<file path="src/rtl/lsu_pkg.sv">
// lsu_pkg: shared types and helpers for the load/store unit
package lsu_pkg;
   localparam int XLEN = 32;
   typedef enum logic [1:0] {SZ_B, SZ_H, SZ_W, SZ_ILL} size_e;
   typedef enum logic [2:0] {IDLE, LD_ADDR, LD_DATA, ST_WR, RMW_RD, RMW_WR, RESP} state_e;
   function automatic logic is_misaligned(size_e size, logic [1:0] off);
      return size == SZ_ILL || (size == SZ_H && off[0]) || (size == SZ_W && off != 2'b00);
   endfunction
endpackage

</file>
<file path="src/rtl/lsu_align.sv">
// lsu_align: load lane extract/extend and sub-word store merge into the old word
module lsu_align
   import lsu_pkg::*;
(
   input  logic [XLEN-1:0] word_i,
   input  logic [XLEN-1:0] wdata_i,
   input  logic [1:0]      off_i,
   input  size_e           size_i,
   input  logic            unsigned_i,
   output logic [XLEN-1:0] rdata_o,
   output logic [XLEN-1:0] merged_o
);
   logic [4:0]      sh;
   logic [15:0]     lane;
   logic [XLEN-1:0] mask;
   always_comb begin
      sh       = {off_i, 3'b000};
      lane     = 16'(word_i >> sh);
      mask     = (size_i == SZ_B) ? 32'h0000_00ff << sh : (size_i == SZ_H) ? 32'h0000_ffff << sh : '1;
      rdata_o  = (size_i == SZ_B) ? {{24{~unsigned_i & lane[7]}}, lane[7:0]} :
                 (size_i == SZ_H) ? {{16{~unsigned_i & lane[15]}}, lane[15:0]} : word_i;
      merged_o = (word_i & ~mask) | ((wdata_i << sh) & mask);
   end
endmodule

</file>
<file path="src/rtl/lsu_mem_ctrl.sv">
// lsu_mem_ctrl: byte-addressed load/store FSM driving a word-wide synchronous-read memory
module lsu_mem_ctrl #(
   parameter int MEM_AW = 10,
   parameter int XLEN   = 32
) (
   input  logic              clk_i,
   input  logic              rst_ni,
   input  logic              req_valid_i,
   output logic              req_ready_o,
   input  logic              req_we_i,
   input  logic [1:0]        req_size_i,
   input  logic              req_unsigned_i,
   input  logic [31:0]       req_addr_i,
   input  logic [XLEN-1:0]   req_wdata_i,
   output logic              resp_valid_o,
   output logic [XLEN-1:0]   resp_rdata_o,
   output logic              resp_err_o,
   output logic              mem_we_o,
   output logic [MEM_AW-1:0] mem_write_addr_o,
   output logic [XLEN-1:0]   mem_write_data_o,
   output logic [MEM_AW-1:0] mem_read_addr_o,
   input  logic [XLEN-1:0]   mem_read_data_i
);
   import lsu_pkg::*;
   state_e            state_q, state_d;
   size_e             size_q, size_d;
   logic              we_q, we_d, uns_q, uns_d, err_q, err_d;
   logic [MEM_AW+1:0] addr_q, addr_d;
   logic [XLEN-1:0]   wdata_q, wdata_d, rdata_q, rdata_d, ld_data, merged;
   logic              unused_addr;
   assign unused_addr = ^req_addr_i[31:MEM_AW+2];
   lsu_align u_align (
      .word_i     (mem_read_data_i),
      .wdata_i    (wdata_q),
      .off_i      (addr_q[1:0]),
      .size_i     (size_q),
      .unsigned_i (uns_q),
      .rdata_o    (ld_data),
      .merged_o   (merged)
   );
   always_comb begin
      state_d = state_q;
      we_d    = we_q;
      size_d  = size_q;
      uns_d   = uns_q;
      addr_d  = addr_q;
      wdata_d = wdata_q;
      rdata_d = rdata_q;
      err_d   = err_q;
      case (state_q)
         IDLE: if (req_valid_i) begin
            we_d    = req_we_i;
            size_d  = size_e'(req_size_i);
            uns_d   = req_unsigned_i;
            addr_d  = req_addr_i[MEM_AW+1:0];
            wdata_d = req_wdata_i;
            err_d   = is_misaligned(size_d, req_addr_i[1:0]);
            rdata_d = '0;
            state_d = err_d ? RESP : !req_we_i ? LD_ADDR : (size_d == SZ_W) ? ST_WR : RMW_RD;
         end
         LD_ADDR: state_d = LD_DATA;
         LD_DATA: begin
            rdata_d = ld_data;
            state_d = RESP;
         end
         RMW_RD:        state_d = RMW_WR;
         ST_WR, RMW_WR: state_d = RESP;
         default:       state_d = IDLE;
      endcase
   end
   always_ff @(posedge clk_i or negedge rst_ni) begin
      if (!rst_ni) begin
         state_q <= IDLE;
         we_q    <= 1'b0;
         size_q  <= SZ_B;
         uns_q   <= 1'b0;
         addr_q  <= '0;
         wdata_q <= '0;
         rdata_q <= '0;
         err_q   <= 1'b0;
      end else begin
         state_q <= state_d;
         we_q    <= we_d;
         size_q  <= size_d;
         uns_q   <= uns_d;
         addr_q  <= addr_d;
         wdata_q <= wdata_d;
         rdata_q <= rdata_d;
         err_q   <= err_d;
      end
   end
   // Word stores reuse the merge path: a full-word mask passes wdata through untouched.
   assign req_ready_o      = state_q == IDLE;
   assign resp_valid_o     = state_q == RESP;
   assign resp_rdata_o     = rdata_q;
   assign resp_err_o       = err_q;
   assign mem_we_o         = state_q == ST_WR || state_q == RMW_WR;
   assign mem_write_addr_o = addr_q[MEM_AW+1:2];
   assign mem_read_addr_o  = addr_q[MEM_AW+1:2];
   assign mem_write_data_o = merged;
endmodule

</file>
<file path="config.mk">
export PLATFORM = sky130hd
export DESIGN_NAME = lsu_mem_ctrl
export DESIGN_NICKNAME = d
export VERILOG_FILES = /design/src/rtl/lsu_pkg.sv /design/src/rtl/lsu_align.sv /design/src/rtl/lsu_mem_ctrl.sv
export SDC_FILE = /design/constraint.sdc
export NUM_CORES = 1
export LEC_CHECK = 0
export ABC_AREA = 0
export CAP_MARGIN = 20
export CORE_UTILIZATION = 38
export DETAILED_ROUTE_END_ITERATION = 10
export PLACE_DENSITY_LB_ADDON = 0.25
export REMOVE_ABC_BUFFERS = 1
export SLEW_MARGIN = 20
export SYNTH_ARGS = -nofsm -noshare
export SYNTH_HDL_FRONTEND = slang
export SYNTH_HIERARCHICAL = 1
export SYNTH_SLANG_ARGS = --single-unit
</file>
<file path="constraint.sdc">
create_clock -name clk_i -period 6.2 [get_ports clk_i]
set_clock_uncertainty 0.2 [all_clocks]
set_input_delay 1.24 -clock clk_i [delete_from_list [all_inputs] [get_ports clk_i]]
set_output_delay 1.24 -clock clk_i [all_outputs]
set_load 0.01 [all_outputs]
</file>
-- Yosys cells after proc, flatten, opt, wreduce, memory -nomap -nowiden
Index checks and enable logic that the tools add are counted.
- register bits after elaboration: 83
- bits in latches: 0
- memory bits (writable): 0
- memory bits (read-only): 0
- bits of input ports: 103
- logic and storage cells: 52
- memories: 0
- add/subtract/negate cells: 0
- multiply operators: 0
- divide/modulo/power cells: 0
- magnitude comparators: 0
- equality and inequality tests: 11
- shift-type cells: 4
- multiplexer cells: 11
- bitwise operators: 7
- reductions and logical operators: 12
- operators with widths (kind ; count):
    two-way mux 32 bit ; 5
    AND 32 bit ; 2
    case mux 32 bit (2 select lines) ; 1
    inverter 32 bit ; 1
    bitwise OR 32 bit ; 1
    << shifter 16 x 5 -> 32 bit, first input constant ; 1
    << shifter 32 x 5 -> 32 bit ; 1
    << shifter 8 x 5 -> 32 bit, first input constant ; 1
    right shift 32 x 5 -> 16 bit ; 1
    two-way mux 3 bit ; 4
    case mux 3 bit (4 select lines) ; 1
    equality test 3 bit, second input constant ; 3
    equality test 3 x 2 -> 1 bit, second input constant ; 2
    equality test 2 x 1 -> 1 bit, second input constant ; 2
    equality test 2 bit, second input constant ; 2
    AND reduction 2 bit ; 2
    nonzero test 2 bit ; 2
    equality test 3 x 1 -> 1 bit, second input constant ; 1
    zero test 3 bit ; 1
    logical OR 1 bit ; 3
    OR reduction 3 bit ; 1
    AND 1 bit ; 2
    logical AND 1 bit ; 2
    zero test 2 bit ; 1
    2 further kinds ; 2

-- Depth between registers and ports, before layout
Gate-level depths: netlist of run 1.
- depth after elaboration: 7
- gate-level depth with buffers: 7

-- Cells and area by module
Netlist of run 1, hierarchy kept.
- by module, submodules not included (module ; times used ; cells an instance ; area each (µm²) ; sequential area each (µm²)):
    lsu_mem_ctrl ; 1 ; 219 ; 3263.1 ; 2077.0
    lsu_align ; 1 ; 238 ; 1883.1 ; 0.0

-- Worst setup path after synthesis of run 1
Ideal clock, no wire load.
- path type: flip-flop to output port
- start point: reg addr_q[1]
- end point: out mem_write_data_o[16]
- data arrival time: 2.129 ns
- required time: 4.760 ns
- setup slack: 2.631 ns
- cell stages (with the launch flop): 7
- path through: dfrtp_1 > buf_2 > buf_6 > clkinv_1 > ha_1 > a211oi_2 > mux2_2
- cells in the longest elaborated chain, start to end: 6
- RTL lines (element ; line ; source):
    start: declaration ; lsu_mem_ctrl.sv:28 ; logic [MEM_AW+1:0] addr_q, addr_d;
    start signal: assignment ; lsu_mem_ctrl.sv:86 ; addr_q <= addr_d;
    << shifter 16 x 5 -> 32 bit ; lsu_align.sv:19 ; mask = (size_i == SZ_B) ? 32'h0000_00ff << sh : (size_i == SZ_H) ? 32'h0000_ffff << sh : '1;
    two-way mux 32 bit (2 in series) ; lsu_align.sv:19 ;
    inverter 32 bit ; lsu_align.sv:22 ; merged_o = (word_i & ~mask) | ((wdata_i << sh) & mask);
    AND 32 bit ; lsu_align.sv:22 ;
    bitwise OR 32 bit * ; lsu_align.sv:22 ;
    end: declaration ; lsu_mem_ctrl.sv:20 ; output logic [XLEN-1:0] mem_write_data_o,
Mark *: on every way between the ends. The rest lies on a longest branch, timed or not.

-- Worst setup path after layout of run 1
- start point: reg addr_q[1]
- end point: out mem_write_data_o[1]
Same word-level chain as after synthesis.

==> results of run 1 <==
[registers in the layout, summed over array words and instances, names as in the netlist]
register / cells
uns_q: 1
state_q: 3
size_q: 2
resp_rdata_o: 32
resp_err_o: 1
wdata_q: 32
addr_q: 12
[power by group through the flow]
| stage | clock network, mW | logic [mW] | registers, mW |
|---|---|---|---|
| 3_5_place_dp | 0 | 2.42 | 1.08 |
| 2_1_floorplan | 0 | 1.23 | 1.17 |
| 5_1_grt | 0.624 | 2.59 | 1.11 |
| 6_report | 0.587 | 2.42 | 1.07 |
| 4_1_cts | 0.603 | 2.43 | 1.07 |
| 3_3_place_gp | 0 | 2.37 | 1.07 |
[worst min-delay path by stage]
stage                                start               end  slack [ns]
after floorplan                wdata_q[16]       wdata_q[16]        0.26
after global placement         wdata_q[18]       wdata_q[18]        0.27
after detailed placement       wdata_q[16]       wdata_q[16]        0.28
after CTS                      wdata_q[16]       wdata_q[16]        0.29
after global routing      resp_rdata_o[29]  resp_rdata_o[29]        0.31
final                          wdata_q[16]       wdata_q[16]        0.29
[cell type report]
class | count | area, um2 | share of cell area, %
well taps | 176 | 220 | 3.10
flip-flops and latches | 83 | 2080 | 29.3
clock inverters | 5 | 75.1 | 1.06
multi-input cells | 309 | 2700 | 38.0
clock buffers | 11 | 253 | 3.56
inverters | 5 | 18.8 | 0.265
repair buffers | 177 | 1750 | 24.7
[synthesized netlist by cell type (2+ instances only)]
| cell type | number |
|---|---|
| a21oi_1 | 14 |
| a22o_1 | 40 |
| a22oi_1 | 14 |
| and2_1 | 8 |
| buf_2 | 18 |
| buf_4 | 25 |
| buf_6 | 3 |
| clkbuf_1 | 13 |
| dfrtp_1 | 83 |
| ha_1 | 4 |
| inv_1 | 3 |
| mux2_1 | 8 |
| mux2_2 | 63 |
| mux2i_1 | 33 |
| nand2_1 | 22 |
| nand2b_1 | 8 |
| nand3b_1 | 7 |
| nand4b_1 | 8 |
| nor2_1 | 4 |
| nor2b_1 | 5 |
| nor3_1 | 4 |
| o211ai_1 | 7 |
| o211ai_2 | 9 |
| o21ai_0 | 8 |
| o22ai_1 | 2 |
| o2bb2ai_1 | 16 |
| o31a_1 | 7 |
[worst register-to-register path: stages, from the launching register on]
cell,delay [ns]
dfrtp_2,0.73
buf_4,0.48
o32a_1,0.76
o211ai_1,0.17
a22o_1,0.23
[layer usage]
layer	vias up	GRT usage [%]	wire, um
li1	1957	-	-
met1	2080	26.3	6290
met2	135	34.7	7130
met3	24	5.07	836
met4	0	7.91	295
met5	-	0	0
[logic make-up (layout without fill, tap and decap cells)]
group           after synthesis  after routing  share of synthesized area, %
mux                         105            105                          22.4
compound gates              127            127                          20.3
flops                        83             83                          40.4
fa+ha+maj                     4              4                         0.973
buf+inv                      65            198                          7.44
simple gates                 72             72                          8.41
xor+xnor                      1              1                         0.170
[metrics by stage]
step | utilization (%) | hold slack (ns)
after global routing | 53.6 | 0.313
after floorplan | - | 0.257
after global placement | 51.1 | 0.273
final | 53.6 | 0.292
after detailed placement | 51.1 | 0.278
after CTS | 53.6 | 0.292
==> run_results.csv, run 1 <==
group,metric,value,unit
outcome,status,"completed",
power,power_density,575,nW/um2
critical_path,required,4.76,ns
timing,hold_violations,0,
cts,cts_buffers,9,
critical_path,path_cells,"clkinv_1, ha_1, nor2_1, nor3_1, a22o_1, clkdlybuf4s50_1",
worst_hold_path,hp-class,"reg -> reg",
power,power,4.08,mW
final_layout,final_nets,692,
placement,place_hpwl,10800,um
critical_path,endpoint,"mem_write_data_o[1]",
critical_path,cp_max_fo,22,
critical_path,reg2reg_setup_slack,3.52,ns
final_layout,stdcell_area,7090,um2
synthesis,avgSynthCellArea,11.3,um2
critical_path,cp_num_buf_inv,2,
final_layout,final_cell_mix,"clkdlybuf4s50_1, dfrtp_1, mux2_2",
critical_path,cp_top_family,"buffers and inverters",
floorplan,core_area,13200,um2
synthesis,synth_cells,457,
power,ir_drop,0.239,mV
timing,rsz0062_at_grt,"no",
critical_path,crit_slowest_cell,"dfrtp_2",
cts,clk_path_buf_depth,2,
route,firstDrtPassIters,5,
placement,place_congestion,0.861,
critical_path,crit_path_start_kind,"flop",
floorplan,die_w,118,um
critical_path,path_class,"reg -> out",
synthesis,yosysTopAreaCell,"dfrtp_1",
synthesis,netlist.area_leader.share,40.4,%
placement,pre_cts_ws,1.63,ns
run,drv_cap,0,
critical_path,slowest_delay,0.73,ns
route,drt_iter0_drc,322,
floorplan,die_h,118,um
worst_hold_path,min_path_cells,1,
grt,antenna_found_initial,0,
power,switching_share,38.4,%
floorplan,initial_core_util,38.9,%
cts,cts_hold_buf,0,
synthesis,synth_area,5150,um2
synthesis,ys_seq_area_share,40.4,%
power,p_leak,2.91,nW
critical_path,rr_worst_depth,4,
cts,cts-resized-gates,0,
final_layout,area_growth,37.8,%
critical_path,cp.depth,6,
final_layout,antenna_cells,0,
grt,grt_pass1_wl,22700,um
final_layout,drive_gt1_share,18.3,%
route,num_vias,4196,
grt,grt_max_degree,58,
cts,htreeDepth,3,
synthesis,synth-edff-count,0,
critical_path,startpoint,"addr_q[1]",
final_layout,nFillCells,1211,
synthesis,ys_types,48,
placement,dpl.cell_count,750,
grt,grt_use_total,20.9,%
grt,gr-total-overflow,0,
power,p_comb_share,59.3,%
route,detail_route.vias_per_cell,5.48,
floorplan,dieArea,14000,um2
route,wl,14600,um
route,postRouteAntennaNets,0,
final_layout,final_common_cell,"clkdlybuf4s50_1",
synthesis,synthFlopType,"dfrtp_1",
cts,clkTransAtPathRegs,0.06,ns
critical_path,arrival,3.50,ns
synthesis,ys_ff_latch,83,
synthesis,ys_warn_count,6,
cts,cts_sinks,83,
timing,worst_slack,1.26,ns
timing,period_share,79.6,%
floorplan,pin_count,191,
timing,relSlewSlack,25.9,%
power,seqPwrFrac,26.3,%
timing,totalNegativeSetupSlack,0,ns
placement,dpl_cell_area,6770,um2
timing,drv_slew,0,
placement,port_buffers,170,
timing,worst_pin_slew,1.10,ns
cts,cts_tree,"done",
power,cell_internal_pwr,2.51,mW
power,p_clk_share,14.4,%
critical_path,rr_endpoint,"resp_rdata_o[16]",
timing,fin_crit,4.94,ns
grt,grt_pass1_vias,4148,
route,drc,0,
cts,cts_setup_buffers,0,
critical_path,worstReg2RegStart,"addr_q[1]",
timing,setup_viol,0,
cts,cts_root_buffer,"clkbuf_16",
synthesis,async_flop_share,100,%
synthesis,synth_area_leaders,"dfrtp_1, mux2_2, a22o_1, mux2i_1, buf_4",
critical_path,end_kind,"output pin",
floorplan,num_rows,42,
timing,max_freq,0.203,GHz
cts,clock_latency,0.34,ns
route,wl_per_cell,19.0,um
final_layout,finalNonFillerCells,766,
power,p_switching,1.56,mW
No activity file was read; power rests on OpenSTA's default activity.
==> run 2, diff against run 1 <==
==> constraint.sdc (replaced) <==
create_clock -name clk_i -period 4.4 [get_ports clk_i]
set_clock_uncertainty 0.2 [all_clocks]
set_input_delay 0.88 -clock clk_i [delete_from_list [all_inputs] [get_ports clk_i]]
set_output_delay 0.88 -clock clk_i [all_outputs]
set_load 0.01 [all_outputs]
==> run_results.csv, run 2 (synthesis gave the netlist of run 1 again) <==
group,metric,value,unit
timing,rsz0062_at_grt,"no",
route,wl,14600,um
cts,cts-resized-gates,0,
final_layout,finish.utilization,53.6,%
critical_path,reg2reg_setup_slack,1.73,ns
final_layout,final_cell_mix,"clkdlybuf4s50_1, dfrtp_1, mux2_2",
timing,setup_viol,0,
grt,grt_pass1_wl,23100,um
route,detail_route.vias_per_cell,5.43,
power,power,5.73,mW
grt,gr-total-overflow,0,
critical_path,cp_num_buf_inv,2,
critical_path,path_class,"reg -> out",
final_layout,final_common_cell,"clkdlybuf4s50_1",
power,cell_internal_pwr,3.50,mW
cts,clock_latency,0.34,ns
cts,cts_root_buffer,"clkbuf_16",
timing,fin_hold_ws,0.294,ns
cts,htreeDepth,3,
critical_path,required,3.32,ns
final_layout,multi_input_area,2700,um2
route,firstDrtPassIters,5,
cts,cts_sinks,83,
critical_path,arrival,3.11,ns
timing,max_freq,0.239,GHz
floorplan,dieArea,14000,um2
final_layout,nFillCells,1174,
floorplan,pin_count,191,
cts,cts_hold_buf,0,
cts,cts_tree,"done",
final_layout,antenna_cells,0,
critical_path,cp.depth,6,
placement,place_hpwl,10800,um
cts,clk_path_buf_depth,2,
critical_path,path_cells,"clkinv_1, ha_1, or2_2, o21ai_1, o2bb2ai_1, clkdlybuf4s50_1",
outcome,status,"completed",
cts,clkTransAtPathRegs,0.06,ns
grt,grt_pass1_vias,4143,
route,drt_iter0_drc,185,
final_layout,regArea,2080,um2
floorplan,core_area,13200,um2
grt,grt_max_degree,54,
critical_path,cp_max_fo,11,
critical_path,slowest_delay,0.59,ns
floorplan,die_w,118,um
timing,hold_violations,0,
timing,period_share,95.3,%
timing,fin_crit,4.19,ns
critical_path,startpoint,"addr_q[1]",
power,seqPwrFrac,25.8,%
timing,totalNegativeSetupSlack,0,ns
power,power_density,806,nW/um2
route,wl_per_cell,18.9,um
route,postRouteAntennaNets,0,
placement,port_buffers,170,
power,switching_share,38.9,%
critical_path,end_kind,"output pin",
floorplan,die_h,118,um
critical_path,worstReg2RegStart,"addr_q[0]",
critical_path,crit_slowest_cell,"o21ai_1",
route,num_vias,4184,
worst_hold_path,hp-class,"reg -> reg",
critical_path,crit_path_start_kind,"flop",
power,p_switching,2.23,mW
final_layout,final_nets,696,
final_layout,drive_gt1_share,18.7,%
timing,relSlewSlack,48.9,%
grt,antenna_found_initial,0,
cts,cts_setup_buffers,0,
cts,cts_buffers,9,
run,drv_cap,0,
final_layout,area_growth,38.0,%
power,p_leak,2.91,nW
route,drc,0,
critical_path,rr_worst_depth,5,
floorplan,initial_core_util,38.9,%
placement,place_congestion,0.877,
critical_path,rr_endpoint,"resp_rdata_o[8]",
power,ir_drop,0.394,mV
grt,grt_use_total,21.3,%
power,p_clk_share,13.3,%
timing,drv_slew,0,
critical_path,endpoint,"mem_write_data_o[12]",
timing,worst_pin_slew,0.765,ns
critical_path,cp_top_family,"buffers and inverters",
power,p_comb_share,60.9,%
floorplan,num_rows,42,
-- run 2: worst min-delay path by stage --
stage / start / endpoint / slack [ns] / cells after the start
after floorplan: wdata_q[16] / wdata_q[16] / 0.26 / 1
after global placement: wdata_q[18] / wdata_q[18] / 0.27 / 1
after detailed placement: wdata_q[18] / wdata_q[18] / 0.28 / 1
after CTS: wdata_q[16] / wdata_q[16] / 0.30 / 1
after global routing: wdata_q[18] / wdata_q[18] / 0.31 / 1
final: resp_rdata_o[29] / resp_rdata_o[29] / 0.29 / 1
-- run 2: final cells by class --
| class | count | share of cell area, % |
|---|---|---|
| flip-flops and latches | 83 | 29.3 |
| well taps | 176 | 3.10 |
| repair buffers | 181 | 25.3 |
| multi-input cells | 309 | 37.9 |
| clock inverters | 5 | 0.740 |
| clock buffers | 11 | 3.42 |
| inverters | 5 | 0.264 |
-- run 2: power groups by stage --
stage / Combinational (mW) / Clock, mW / Sequential (mW)
after floorplan: 1.73 / 0 / 1.64
after global placement: 3.42 / 0 / 1.47
after detailed placement: 3.49 / 0 / 1.49
after CTS: 3.50 / 0.774 / 1.48
after global routing: 3.74 / 0.804 / 1.53
final: 3.49 / 0.760 / 1.48
-- run 2: per-layer routing --
layer | part of all wire (%) | track usage [%] | wire length [um] | up-vias
li1 | - | - | - | 1965
met1 | 43 | 27.7 | 6330 | 2041
met2 | 49 | 34.7 | 7070 | 151
met3 | 5.3 | 3.67 | 770 | 27
met4 | 2.8 | 9.73 | 410 | 0
met5 | 0 | 0 | 0 | -
-- run 2: per-stage QoR --
step,cells,instance area (um2),worst slack (ns)
after floorplan,397,4780,0.141
after CTS,770,7100,0.232
after global routing,770,7100,0.0532
after detailed placement,754,6810,0.589
final,770,7100,0.208
after global placement,754,6810,0.626
==> run 3, diff against run 2 <==
--- a/config.mk
+++ b/config.mk
@@ -7,7 +7,7 @@
 export LEC_CHECK = 0
 export ABC_AREA = 0
 export CAP_MARGIN = 20
-export CORE_UTILIZATION = 38
+export CORE_UTILIZATION = 30
 export DETAILED_ROUTE_END_ITERATION = 10
 export PLACE_DENSITY_LB_ADDON = 0.25
 export REMOVE_ABC_BUFFERS = 1
==> run_results.csv, run 3 (synthesis gave the netlist of run 1 again) <==
group,metric,value,unit
grt,grt_pass1_wl,24600,um
placement,dpl.cell_count,801,
timing,relSlewSlack,46.6,%
final_layout,finish.utilization,43.2,%
cts,cts_hold_buf,0,
placement,port_buffers,170,
critical_path,end_kind,"output pin",
critical_path,cp_max_fo,10,
critical_path,crit_path_start_kind,"flop",
grt,grt_max_degree,56,
placement,place_hpwl,11800,um
power,power_density,803,nW/um2
final_layout,regArea,2080,um2
timing,rsz0062_at_grt,"no",
floorplan,core_area,16600,um2
cts,cts-resized-gates,0,
run,drv_cap,0,
floorplan,die_w,133,um
critical_path,path_class,"reg -> out",
grt,grt_use_total,18.0,%
critical_path,required,3.32,ns
cts,cts_sinks,83,
route,wl,15700,um
final_layout,drive_gt1_share,19.3,%
timing,drv_slew,0,
power,ir_drop,0.352,mV
cts,cts_tree,"done",
floorplan,die_h,133,um
cts,clkTransAtPathRegs,0.06,ns
cts,htreeDepth,3,
final_layout,area_growth,39.8,%
critical_path,arrival,2.87,ns
grt,met2_usage,30.3,%
timing,hold_violations,0,
grt,gr-total-overflow,0,
grt,met3_usage,2.91,%
floorplan,pin_count,191,
grt,antenna_found_initial,0,
timing,fin_crit,3.95,ns
timing,max_freq,0.253,GHz
grt,grt_pass1_vias,4349,
final_layout,antenna_cells,0,
route,postRouteAntennaNets,0,
cts,clk_path_buf_depth,2,
cts,clock_latency,0.34,ns
route,num_vias,4193,
route,firstDrtPassIters,5,
timing,setup_viol,0,
outcome,status,"completed",
cts,cts_buffers,9,
placement,place_congestion,0.821,
final_layout,nFillCells,1561,
route,drc,0,
grt,globalRouteMet1Util,22.7,%
cts,cts_root_buffer,"clkbuf_16",
final_layout,finalNonFillerCells,817,
floorplan,num_rows,47,
worst_hold_path,min_path_cells,1,
route,wl_per_cell,19.2,um
worst_hold_path,hp-class,"reg -> reg",
cts,cts_setup_buffers,0,
grt,busiest_layer,"met2",
final_layout,final_nets,699,
final_layout,final_common_cell,"clkdlybuf4s50_1",
timing,worst_pin_slew,0.799,ns
critical_path,rr_worst_depth,5,
route,detail_route.vias_per_cell,5.13,
floorplan,initial_core_util,30.9,%
final_layout,final_cell_mix,"clkdlybuf4s50_1, dfrtp_1, mux2_2",
timing,totalNegativeSetupSlack,0,ns
final_layout,multi_input_area,2700,um2
power,p_leak,2.93,nW
timing,period_share,89.7,%
route,drt_iter0_drc,267,
floorplan,dieArea,17700,um2
[run 3: cell count changes in the layout (fill, tap and decap cells not counted)]
| cell | delta |
|---|---|
| clkinv_2 | -1 |
| clkinvlp_4 | -1 |
| clkbuf_8 | +1 |
| dfrtp_1 | -1 |
| clkinv_4 | +1 |
| buf_4 | +3 |
| dfrtp_2 | +1 |
[run 3: cell type report]
cell class | count | area share (%)
clock buffers | 12 | 3.57
clock inverters | 4 | 0.678
inverters | 5 | 0.261
multi-input cells | 309 | 37.5
flip-flops and latches | 83 | 28.9
well taps | 220 | 3.83
repair buffers | 184 | 25.3
[run 3: power by group]
part | switching [mW] | internal [mW] | leakage [nW]
clock | 0.298 | 0.470 | 0.153
sequential | 0.335 | 1.12 | 1.03
combinational | 1.61 | 1.94 | 1.75
total | 2.24 | 3.54 | 2.93
[run 3: stage by stage]
stage          hold slack [ns]  setup WS, ns  total power [mW]  cell area [um2]
2_1_floorplan            0.257         0.141              3.37             4780
6_report                 0.290         0.454              5.78             7190
3_3_place_gp             0.274         0.873              4.96             6890
5_1_grt                  0.317         0.322              6.15             7190
4_1_cts                  0.298         0.464              5.83             7190
3_5_place_dp             0.284         0.827              5.05             6890
[run 3: per-layer routing]
| metal | vias to the layer above | part of all wire, % |
|---|---|---|
| li1 | 1972 | - |
| met1 | 2060 | 43 |
| met2 | 135 | 50 |
| met3 | 26 | 4.7 |
| met4 | 0 | 2.9 |
| met5 | - | 0 |
[run 3: worst paths after layout]
check                                      endpoint  slack (ns)         from
worst max-delay path            mem_write_data_o[9]        0.45    addr_q[1]
worst min-delay path                    wdata_q[17]        0.29  wdata_q[17]
worst max register to register      resp_rdata_o[8]        1.75    addr_q[0]
worst min register to register          wdata_q[17]        0.29  wdata_q[17]
max in group asynchronous               wdata_q[26]        2.71       rst_ni
min in group asynchronous                 addr_q[5]        0.36       rst_ni
[run 3: worst max-delay path, cell delays in order (launching register included)]
cell             delay, ns
dfrtp_2               0.38
clkinv_1              0.26
ha_1                  0.29
or2_2                 0.31
o21ai_1               0.55
o2bb2ai_1             0.22
clkdlybuf4s50_1       0.52
